--- config.mk ---
export PLATFORM = sky130hd
export DESIGN_NAME = lsu_mem_adapter
export DESIGN_NICKNAME = d
export VERILOG_FILES = /design/src/rtl/lsu_mem_adapter.sv
export SDC_FILE = /design/constraint.sdc
export NUM_CORES = 1
export LEC_CHECK = 0
export CAP_MARGIN = 20
export CORE_AREA = 2 2 132 134
export DETAILED_ROUTE_END_ITERATION = 8
export DIE_AREA = 0 0 134 136
export HOLD_SLACK_MARGIN = 0.1
export PLACE_DENSITY = 0.61
export SKIP_CTS_REPAIR_TIMING = 1
export SLEW_MARGIN = 40
export SYNTH_ARGS = -nofsm -noshare
export SYNTH_HDL_FRONTEND = slang
export SYNTH_SLANG_ARGS = --single-unit
--- constraint.sdc ---
create_clock -name clock -period 5.1 [get_ports clock]
set_input_delay 0.51 -clock clock [delete_from_list [all_inputs] [get_ports clock]]
set_output_delay 0.51 -clock clock [all_outputs]
set_load 0.01 [all_outputs]
--- src/rtl/lsu_mem_adapter.sv ---
// rtl/lsu_mem_adapter.sv - single-outstanding load/store front end for the memory controller
// Optional misalignment trap: define LSU_MISALIGN_CHECK_EN.
module lsu_mem_adapter #(
  parameter int LAT = 0
) (
  input  logic        clock,
  input  logic        reset,
  input  logic        req_valid,
  output logic        req_ready,
  input  logic        req_wen,
  input  logic [31:0] req_addr,
  input  logic [31:0] req_wdata,
  input  logic [1:0]  req_size,
  input  logic        req_unsigned,
  output logic        resp_valid,
  input  logic        resp_ready,
  output logic [31:0] resp_rdata,
  output logic        resp_err,
  output logic        mem_valid,
  output logic [31:0] mem_raddr,
  output logic [31:0] mem_waddr,
  output logic        mem_wen,
  output logic [31:0] mem_wdata,
  output logic [7:0]  mem_wmask,
  input  logic [31:0] mem_rdata
);

  typedef enum logic [1:0] {S_IDLE, S_WAIT, S_ACC, S_RESP} state_t;

  localparam logic [3:0] CNT_INIT = (LAT > 0) ? 4'(LAT - 1) : 4'd0;

  state_t      state_q, state_d;
  logic [3:0]  cnt_q, cnt_d;
  logic        req_ready_q, req_ready_d;
  logic [29:0] addr_q, addr_d;
  logic [1:0]  off_q, off_d;
  logic [1:0]  size_q, size_d;
  logic        uns_q, uns_d;
  logic        wen_q, wen_d;
  logic [31:0] wdata_q, wdata_d;
  logic [3:0]  wmask_q, wmask_d;
  logic        mem_valid_q, mem_valid_d;
  logic        mem_wen_q, mem_wen_d;
  logic        resp_valid_q, resp_valid_d;
  logic [31:0] resp_rdata_q, resp_rdata_d;
  logic        resp_err_q, resp_err_d;

  logic        accept;
  logic        misaligned;
  logic [3:0]  mask_base;
  logic [31:0] load_shifted;
  logic [31:0] load_ext;

  assign accept = req_valid && req_ready_q;

  always_comb begin
    misaligned = 1'b0;
`ifdef LSU_MISALIGN_CHECK_EN
    if (req_size == 2'd1)
      misaligned = req_addr[0];
    else if (req_size[1])
      misaligned = (req_addr[1:0] != 2'b00);
`endif
  end

  always_comb begin
    case (req_size)
      2'd0:    mask_base = 4'b0001;
      2'd1:    mask_base = 4'b0011;
      default: mask_base = 4'b1111;
    endcase
  end

  // Lanes shifted past byte 3 simply fall off, which is the misaligned-without-trap behaviour.
  always_comb begin
    load_shifted = mem_rdata >> {off_q, 3'b000};
    case (size_q)
      2'd0:    load_ext = {{24{~uns_q & load_shifted[7]}}, load_shifted[7:0]};
      2'd1:    load_ext = {{16{~uns_q & load_shifted[15]}}, load_shifted[15:0]};
      default: load_ext = load_shifted;
    endcase
  end

  always_comb begin
    state_d      = state_q;
    cnt_d        = cnt_q;
    req_ready_d  = req_ready_q;
    addr_d       = addr_q;
    off_d        = off_q;
    size_d       = size_q;
    uns_d        = uns_q;
    wen_d        = wen_q;
    wdata_d      = wdata_q;
    wmask_d      = wmask_q;
    mem_valid_d  = 1'b0;
    mem_wen_d    = 1'b0;
    resp_valid_d = resp_valid_q;
    resp_rdata_d = resp_rdata_q;
    resp_err_d   = resp_err_q;

    case (state_q)
      S_IDLE: begin
        if (accept) begin
          addr_d      = req_addr[31:2];
          off_d       = req_addr[1:0];
          size_d      = req_size;
          uns_d       = req_unsigned;
          wen_d       = req_wen;
          wdata_d     = req_wdata << {req_addr[1:0], 3'b000};
          wmask_d     = mask_base << req_addr[1:0];
          req_ready_d = 1'b0;
          if (misaligned) begin
            state_d      = S_RESP;
            resp_valid_d = 1'b1;
            resp_rdata_d = 32'd0;
            resp_err_d   = 1'b1;
          end else if (LAT == 0) begin
            state_d     = S_ACC;
            mem_valid_d = 1'b1;
            mem_wen_d   = req_wen;
          end else begin
            state_d = S_WAIT;
            cnt_d   = CNT_INIT;
          end
        end
      end
      S_WAIT: begin
        if (cnt_q == 4'd0) begin
          state_d     = S_ACC;
          mem_valid_d = 1'b1;
          mem_wen_d   = wen_q;
        end else begin
          cnt_d = cnt_q - 4'd1;
        end
      end
      S_ACC: begin
        state_d      = S_RESP;
        resp_valid_d = 1'b1;
        resp_rdata_d = wen_q ? 32'd0 : load_ext;
        resp_err_d   = 1'b0;
      end
      S_RESP: begin
        if (resp_ready) begin
          state_d      = S_IDLE;
          resp_valid_d = 1'b0;
          req_ready_d  = 1'b1;
        end
      end
      default: state_d = S_IDLE;
    endcase
  end

  always_ff @(posedge clock) begin
    if (reset) begin
      state_q      <= S_IDLE;
      cnt_q        <= 4'd0;
      req_ready_q  <= 1'b1;
      addr_q       <= 30'd0;
      off_q        <= 2'd0;
      size_q       <= 2'd0;
      uns_q        <= 1'b0;
      wen_q        <= 1'b0;
      wdata_q      <= 32'd0;
      wmask_q      <= 4'd0;
      mem_valid_q  <= 1'b0;
      mem_wen_q    <= 1'b0;
      resp_valid_q <= 1'b0;
      resp_rdata_q <= 32'd0;
      resp_err_q   <= 1'b0;
    end else begin
      state_q      <= state_d;
      cnt_q        <= cnt_d;
      req_ready_q  <= req_ready_d;
      addr_q       <= addr_d;
      off_q        <= off_d;
      size_q       <= size_d;
      uns_q        <= uns_d;
      wen_q        <= wen_d;
      wdata_q      <= wdata_d;
      wmask_q      <= wmask_d;
      mem_valid_q  <= mem_valid_d;
      mem_wen_q    <= mem_wen_d;
      resp_valid_q <= resp_valid_d;
      resp_rdata_q <= resp_rdata_d;
      resp_err_q   <= resp_err_d;
    end
  end

  assign req_ready  = req_ready_q;
  assign resp_valid = resp_valid_q;
  assign resp_rdata = resp_rdata_q;
  assign resp_err   = resp_err_q;
  assign mem_valid  = mem_valid_q;
  assign mem_wen    = mem_wen_q;
  assign mem_raddr  = {addr_q, 2'b00};
  assign mem_waddr  = {addr_q, 2'b00};
  assign mem_wdata  = wdata_q;
  assign mem_wmask  = {4'b0000, wmask_q};

endmodule

==> impl_metrics.toml, run 1 <==
[clocking]
cts_max_level = 4
clock_latency_ns = 0.41
cts_tree = "done"
clk_path_buf_depth = 2
cts_inserted_buffers = 17
clock-root-buffer = "clkbuf_16"
clk_pin_slew_ns = 0.05
cts.sink_count = 114

[grt]
grt_util_all_layers_pct = 18.28
grt_first_pass_wirelength_um = 25900
antenna_found_initial = 0
grt_start_max_net_pins = 93
grt_overflow_total = 0
grt_pass1_vias = 4894

[layout]
nets = 900
final_util_pct = 48.02
fin_cells = 1032
antennaDiodeCount = 0
drive_gt1_share_pct = 9.046
syn2layout_area_growth_pct = 53.19

[logic_synthesis]
avgSynthCellArea_um2 = 8.616
ys_async_sr_fraction_pct = 0
syn_inst = 614
yosysTopAreaCell = "dfxtp_1"
synth_edf_count = 0
syn_area_mm2 = 0.005290
ys_types = 42
ys_top_cells_by_area = "dfxtp_1 43%, a21oi_1 8.1%, nand2_1 7.8%, buf_4 5.5%, mux2i_1 4.4%"
yosysTopAreaCellShare_pct = 43.14
synth_common_cells = "114 x dfxtp_1, 110 x nand2_1, 86 x a21oi_1"
yosysWarnings = 0
yosysSeqAreaShare_pct = 43.14
yosys_most_used_dff = "dfxtp_1"
yosysMostFrequentCell = "dfxtp_1"
synth_seq_cells = 114

[worst_setup_path]
cp_slowest_stage_delay_ns = 0.61
cp_cell_sequence = "or4b_4 -> nor3b_4 -> and2b_1 -> a221o_1"
cp_slowest_cell = "or4b_4"
crit_family = "simple AND/OR/NAND/NOR gates"
cp-start-kind = "register"
critical_path_buf_inv_count = 0
worstPathMaxFanout = 11
worstPathRequired_ns = 5.44
r2r_setup_slack_ns = 2.93
reg2reg_to = "resp_rdata[30]"
cp.arrival_ns = 2.51
end_kind = "register"
r2r_start = "state_q[1]"
worstRegToRegCells = 4
path_class = "register to register"

[route]
top_layer = "met4"
drt_iter0_markers = 220
first_pass_iters = 4
vias = 5036
wl_met1_um = 7178
drtAntennaViolNets = 0
drt_wl_total_um = 17130
met2_length_um = 8075
wl_met3_um = 1527
vias_per_cell = 4.880
wl_per_cell_um = 16.60
drc = 0

[die]
start_util_pct = 31.35
fp.dieArea_mm2 = 0.01822
placeableCoreArea_mm2 = 0.01688
die_w_um = 134
num_io_pins = 245
rows = 48
die_h_um = 136

[timing]
finalSetupViolations = 0
worst_slack_ns = 2.932
min_period_ns = 2.168
slew_headroom_pct = 47.99
holdWs_ns = 0.4494
fin_setup_tns_ns = 0
drv_slew = 0
worst_pin_slew_ns = 0.7791
rsz0062_at_grt = "no"
clock_skew_ns = 0.008202
max_freq_ghz = 0.4613
min_period_over_period_pct = 42.51
finalHoldViolations = 0

[power_and_ir_drop]
power_switching_share_pct = 27.47
p_leak_nw = 2.895
max-vdd-ir-drop_v = 0.0002202
p_comb_share_pct = 22.7
power_frac_seq_pct = 37.8
power_density_mw_per_mm2 = 336.3
p_clk_share_pct = 39.5
internal_power_mw = 1.977
p_sw_mw = 0.7489

[placement]
hpwl_um = 12370
io_buffer_count = 235
gp_congestion = 0.8281
place_worst_setup_slack_ns = 2.549
place_inst = 1001

[min_path]
holdPathStages = 2
min_from = "mem_wdata[1]"
min_to = "mem_wdata[1]"
hold_path.class = "register to register"

[status]
outcome = "finished clean"

[job]
cap_violations = 0
## worst max-delay path by stage
stage | startpoint | to | depth (start not counted)
finish | state_q[1] | resp_rdata[30] | 4
global route | state_q[1] | resp_rdata[30] | 4
CTS | state_q[1] | resp_rdata[30] | 4
detailed placement | reset | resp_rdata[30] | 5
global placement | req_valid | wmask_q[2] | 5
floorplan | reset | resp_rdata[31] | 6
## logic make-up (layout without fill, tap and decap cells)
kind of cell / Yosys count / after routing / share of synthesized area (%)
buffers and inverters: 92 / 277 / 9.768
muxes: 50 / 50 / 11.80
xor gates and xnor gates: 4 / 4 / 0.6624
AOI/OAI and AO/OA: 149 / 149 / 17.10
DFF: 114 / 114 / 43.14
other: 1 / 9 / 0.07089
and+or+nand+nor: 203 / 203 / 17.22
adders and majority gates: 1 / 1 / 0.2365
## per-stage QoR
step / power, mW / instance area (um2)
after floorplan: 1.350 / 5320
after global placement: 1.646 / 7511
after detailed placement: 1.669 / 7566
after CTS: 2.763 / 8104
after global routing: 2.854 / 8104
final: 2.726 / 8104
## worst min-delay path: stages, from the launching register on
cell,delay (ns)
dfxtp_1,0.30
nand2_1,0.05
a21oi_1,0.05
## cell usage in the layout (no fill, tap or decap), types with 2 or more instances in the layout
cell type        count
a211oi_1            12
a21oi_1             86
a221o_1             16
a22oi_1              8
buf_4                7
clkbuf_1             3
clkbuf_16           17
clkdlybuf4s50_1    234
clkinv_2             5
clkinv_4             2
clkinvlp_4           2
conb_1               9
dfxtp_1            114
inv_1                2
mux2_2              19
mux2i_1             23
mux4_2               8
nand2_1            110
nand2b_1             2
nand3_1             11
nand3b_1             7
nor2_1              45
nor2b_1              4
nor3_1              12
o211ai_1             8
o21ai_0             16
xor2_1               3
## power by group through the flow
stage          clock (mW)  combinational [mW]  sequential (mW)
4_1_cts              1.11               0.624             1.03
3_5_place_dp            0               0.621             1.05
6_report             1.08               0.619             1.03
3_3_place_gp            0               0.602             1.04
5_1_grt              1.14               0.670             1.04
2_1_floorplan           0               0.290             1.06
## layout make-up
| class | count | area [um2] |
|---|---|---|
| timing repair buffer | 244 | 2454 |
| clock inverter | 10 | 87.58 |
| inverter | 2 | 7.507 |
| tap | 225 | 281.5 |
| clock buffer | 21 | 450.4 |
| sequential | 114 | 2282 |
| multi-input combinational | 416 | 2541 |
| fill | 1582 | 8772 |
## sequential cells by signal, summed over array words and instances, names as in the netlist
name and cells:
mem_valid 1, uns_q 1, resp_rdata 32, off_q 2, addr_q 30, wmask_q 4, req_ready 1, mem_wdata 32
resp_valid 1, state_q 2, mem_wen 1, wen_q 1, size_q 2, cnt_q 4
## metal layers
metal / GRT usage (%) / vias to the layer above
met2: 30.80 / 197
met1: 21.08 / 2355
met5: 0 / -
met3: 6.935 / 23
li1: - / 2461
met4: 6.974 / 0
Note: power is estimated with default switching activity, not from simulation.
==> inputs of run 2 (changes only) <==
--- a/config.mk
+++ b/config.mk
@@ -10,7 +10,7 @@
 export DETAILED_ROUTE_END_ITERATION = 8
 export DIE_AREA = 0 0 134 136
 export HOLD_SLACK_MARGIN = 0.1
-export PLACE_DENSITY = 0.61
+export PLACE_DENSITY = 0.63
 export SKIP_CTS_REPAIR_TIMING = 1
 export SLEW_MARGIN = 40
 export SYNTH_ARGS = -nofsm -noshare
==> constraint.sdc (replaced) <==
create_clock -name clock -period 1.8 [get_ports clock]
set_input_delay 0.18 -clock clock [delete_from_list [all_inputs] [get_ports clock]]
set_output_delay 0.18 -clock clock [all_outputs]
set_load 0.01 [all_outputs]
==> run 2 against run 1 <==
Net effect: via count decreased by 0.18%; die area did not move; first-iteration DRC count increased by 0.91%; final area rose by 3.6%; critical path type unchanged; critical endpoint is now resp_rdata[18]; largest cell class is now non-clock buffers; largest power group unchanged; highest routed layer unchanged.
==> impl_metrics.toml, run 2 (synthesis gave the netlist of run 1 again) <==
[status]
outcome = "finished clean"

[placement]
placed_cell_area_mm2 = 0.007762
gp_congestion = 0.8126
place_worst_setup_slack_ns = -0.1023
io_buffer_count = 235
hpwl_um = 12280
place_inst = 1022

[route]
vias = 5027
drc = 0
wl_met3_um = 1528
first_pass_iters = 5
drt_wl_total_um = 16830
wl_met1_um = 7231
drtAntennaViolNets = 0
top_layer = "met4"
met2_length_um = 7877
drt_iter0_markers = 222
vias_per_cell = 4.769
wl_per_cell_um = 15.97

[grt]
antenna_found_initial = 0
grt_start_max_net_pins = 91
grt_overflow_total = 0
grt_first_pass_wirelength_um = 25750
grt_pass1_vias = 4706
grt_util_all_layers_pct = 18.25

[timing]
finalHoldViolations = 0
worst_slack_ns = 0.1027
max_freq_ghz = 0.5892
min_period_ns = 1.697
drv_slew = 0
slew_headroom_pct = 51.09
finalSetupViolations = 0
worst_pin_slew_ns = 0.7336
min_period_over_period_pct = 94.29
rsz0062_at_grt = "no"
clock_skew_ns = 0.008095

[die]
fp.dieArea_mm2 = 0.01822
rows = 48
num_io_pins = 245
placeableCoreArea_mm2 = 0.01688
die_h_um = 136
die_w_um = 134
start_util_pct = 31.35

[worst_setup_path]
cp.arrival_ns = 1.99
worstPathRequired_ns = 2.09
worstPathMaxFanout = 16
path_class = "register to register"
cp-start-kind = "register"
end_kind = "register"

[layout]
fin_cells = 1054
nets = 921
drive_gt1_share_pct = 12.06
antennaDiodeCount = 0
nFillCells = 1609
syn2layout_area_growth_pct = 58.75
multi_input_area_mm2 = 0.002544
final-seq-area_mm2 = 0.002285
layout_commonest_cell = "clkdlybuf4s50_1"
final_cell_mix = "234 x clkdlybuf4s50_1, 112 x dfxtp_1, 110 x nand2_1"
final_area_mm2 = 0.008398

[clocking]
clock_latency_ns = 0.41
cts_max_level = 4
cts_inserted_buffers = 17
clock-root-buffer = "clkbuf_16"
cts_tree = "done"
cts.sink_count = 114
clk_pin_slew_ns = 0.06
clk_path_buf_depth = 2

[job]
cap_violations = 0

[power_and_ir_drop]
max-vdd-ir-drop_v = 0.0006363
p_leak_nw = 3.046
power_density_mw_per_mm2 = 987.8

[min_path]
hold_path.class = "input port to register"
run 2: cell types whose count changed in the layout (fill, tap and decap cells not counted), moves of 2 or more:
cell / previous run / this run
buf_4: 7 / 24
dfxtp_2: 0 / 2
clkinvlp_4: 2 / 4
bufinv_16: 1 / 4
buf_12: 1 / 6
clkbuf_1: 3 / 0
dfxtp_1: 114 / 112
run 2: layout make-up:
cell class | instances | area share (%)
Multi-Input combinational cell | 416 | 30.29
Inverter | 2 | 0.08939
Sequential cell | 114 | 27.21
Clock inverter | 14 | 2.235
Tap cell | 225 | 3.352
Clock buffer | 18 | 5.229
Timing Repair Buffer | 265 | 31.60
run 2: worst max-delay path, stage by stage (launching register included):
cell and delay, ns:
dfxtp_2 0.38, mux2_2 0.34, a222oi_1 0.33, nor4_2 0.11, buf_12 0.16, a221o_1 0.26
run 2: through the flow:
stage	hold WS [ns]	power (mW)	TNS, ns	util (%)
after CTS	0.2859	8.408	0	49.71
after global routing	0.2900	8.696	0	49.76
after global placement	0.4386	4.793	-1.074	45.97
after floorplan	0.3160	3.824	0	-
final	0.3072	8.295	0	49.76
after detailed placement	0.4454	4.804	-1.454	46.00
run 2: power breakdown:
group          total, mW  leakage (nW)  switching, mW  internal [mW]
combinational       1.85          1.82          0.842           1.01
clock               3.55         0.298           1.21           2.34
sequential          2.89         0.931          0.147           2.74
total               8.30          3.05           2.20           6.10
run 2: metal layers:
layer  vias to the layer above  GRT usage (%)
met4                         0          4.965
met2                       172          29.03
met3                        17          7.793
li1                       2504              -
met1                      2334          22.66
met5                         -              0
run 2: worst paths after layout:
path,end,slack [ns],cells after the start,start
min reg2reg,mem_wdata[2],0.45,2,mem_wdata[2]
min,resp_rdata[10],0.31,4,reset
max,resp_rdata[18],0.10,5,off_q[1]
max reg2reg,resp_rdata[18],0.10,5,off_q[1]
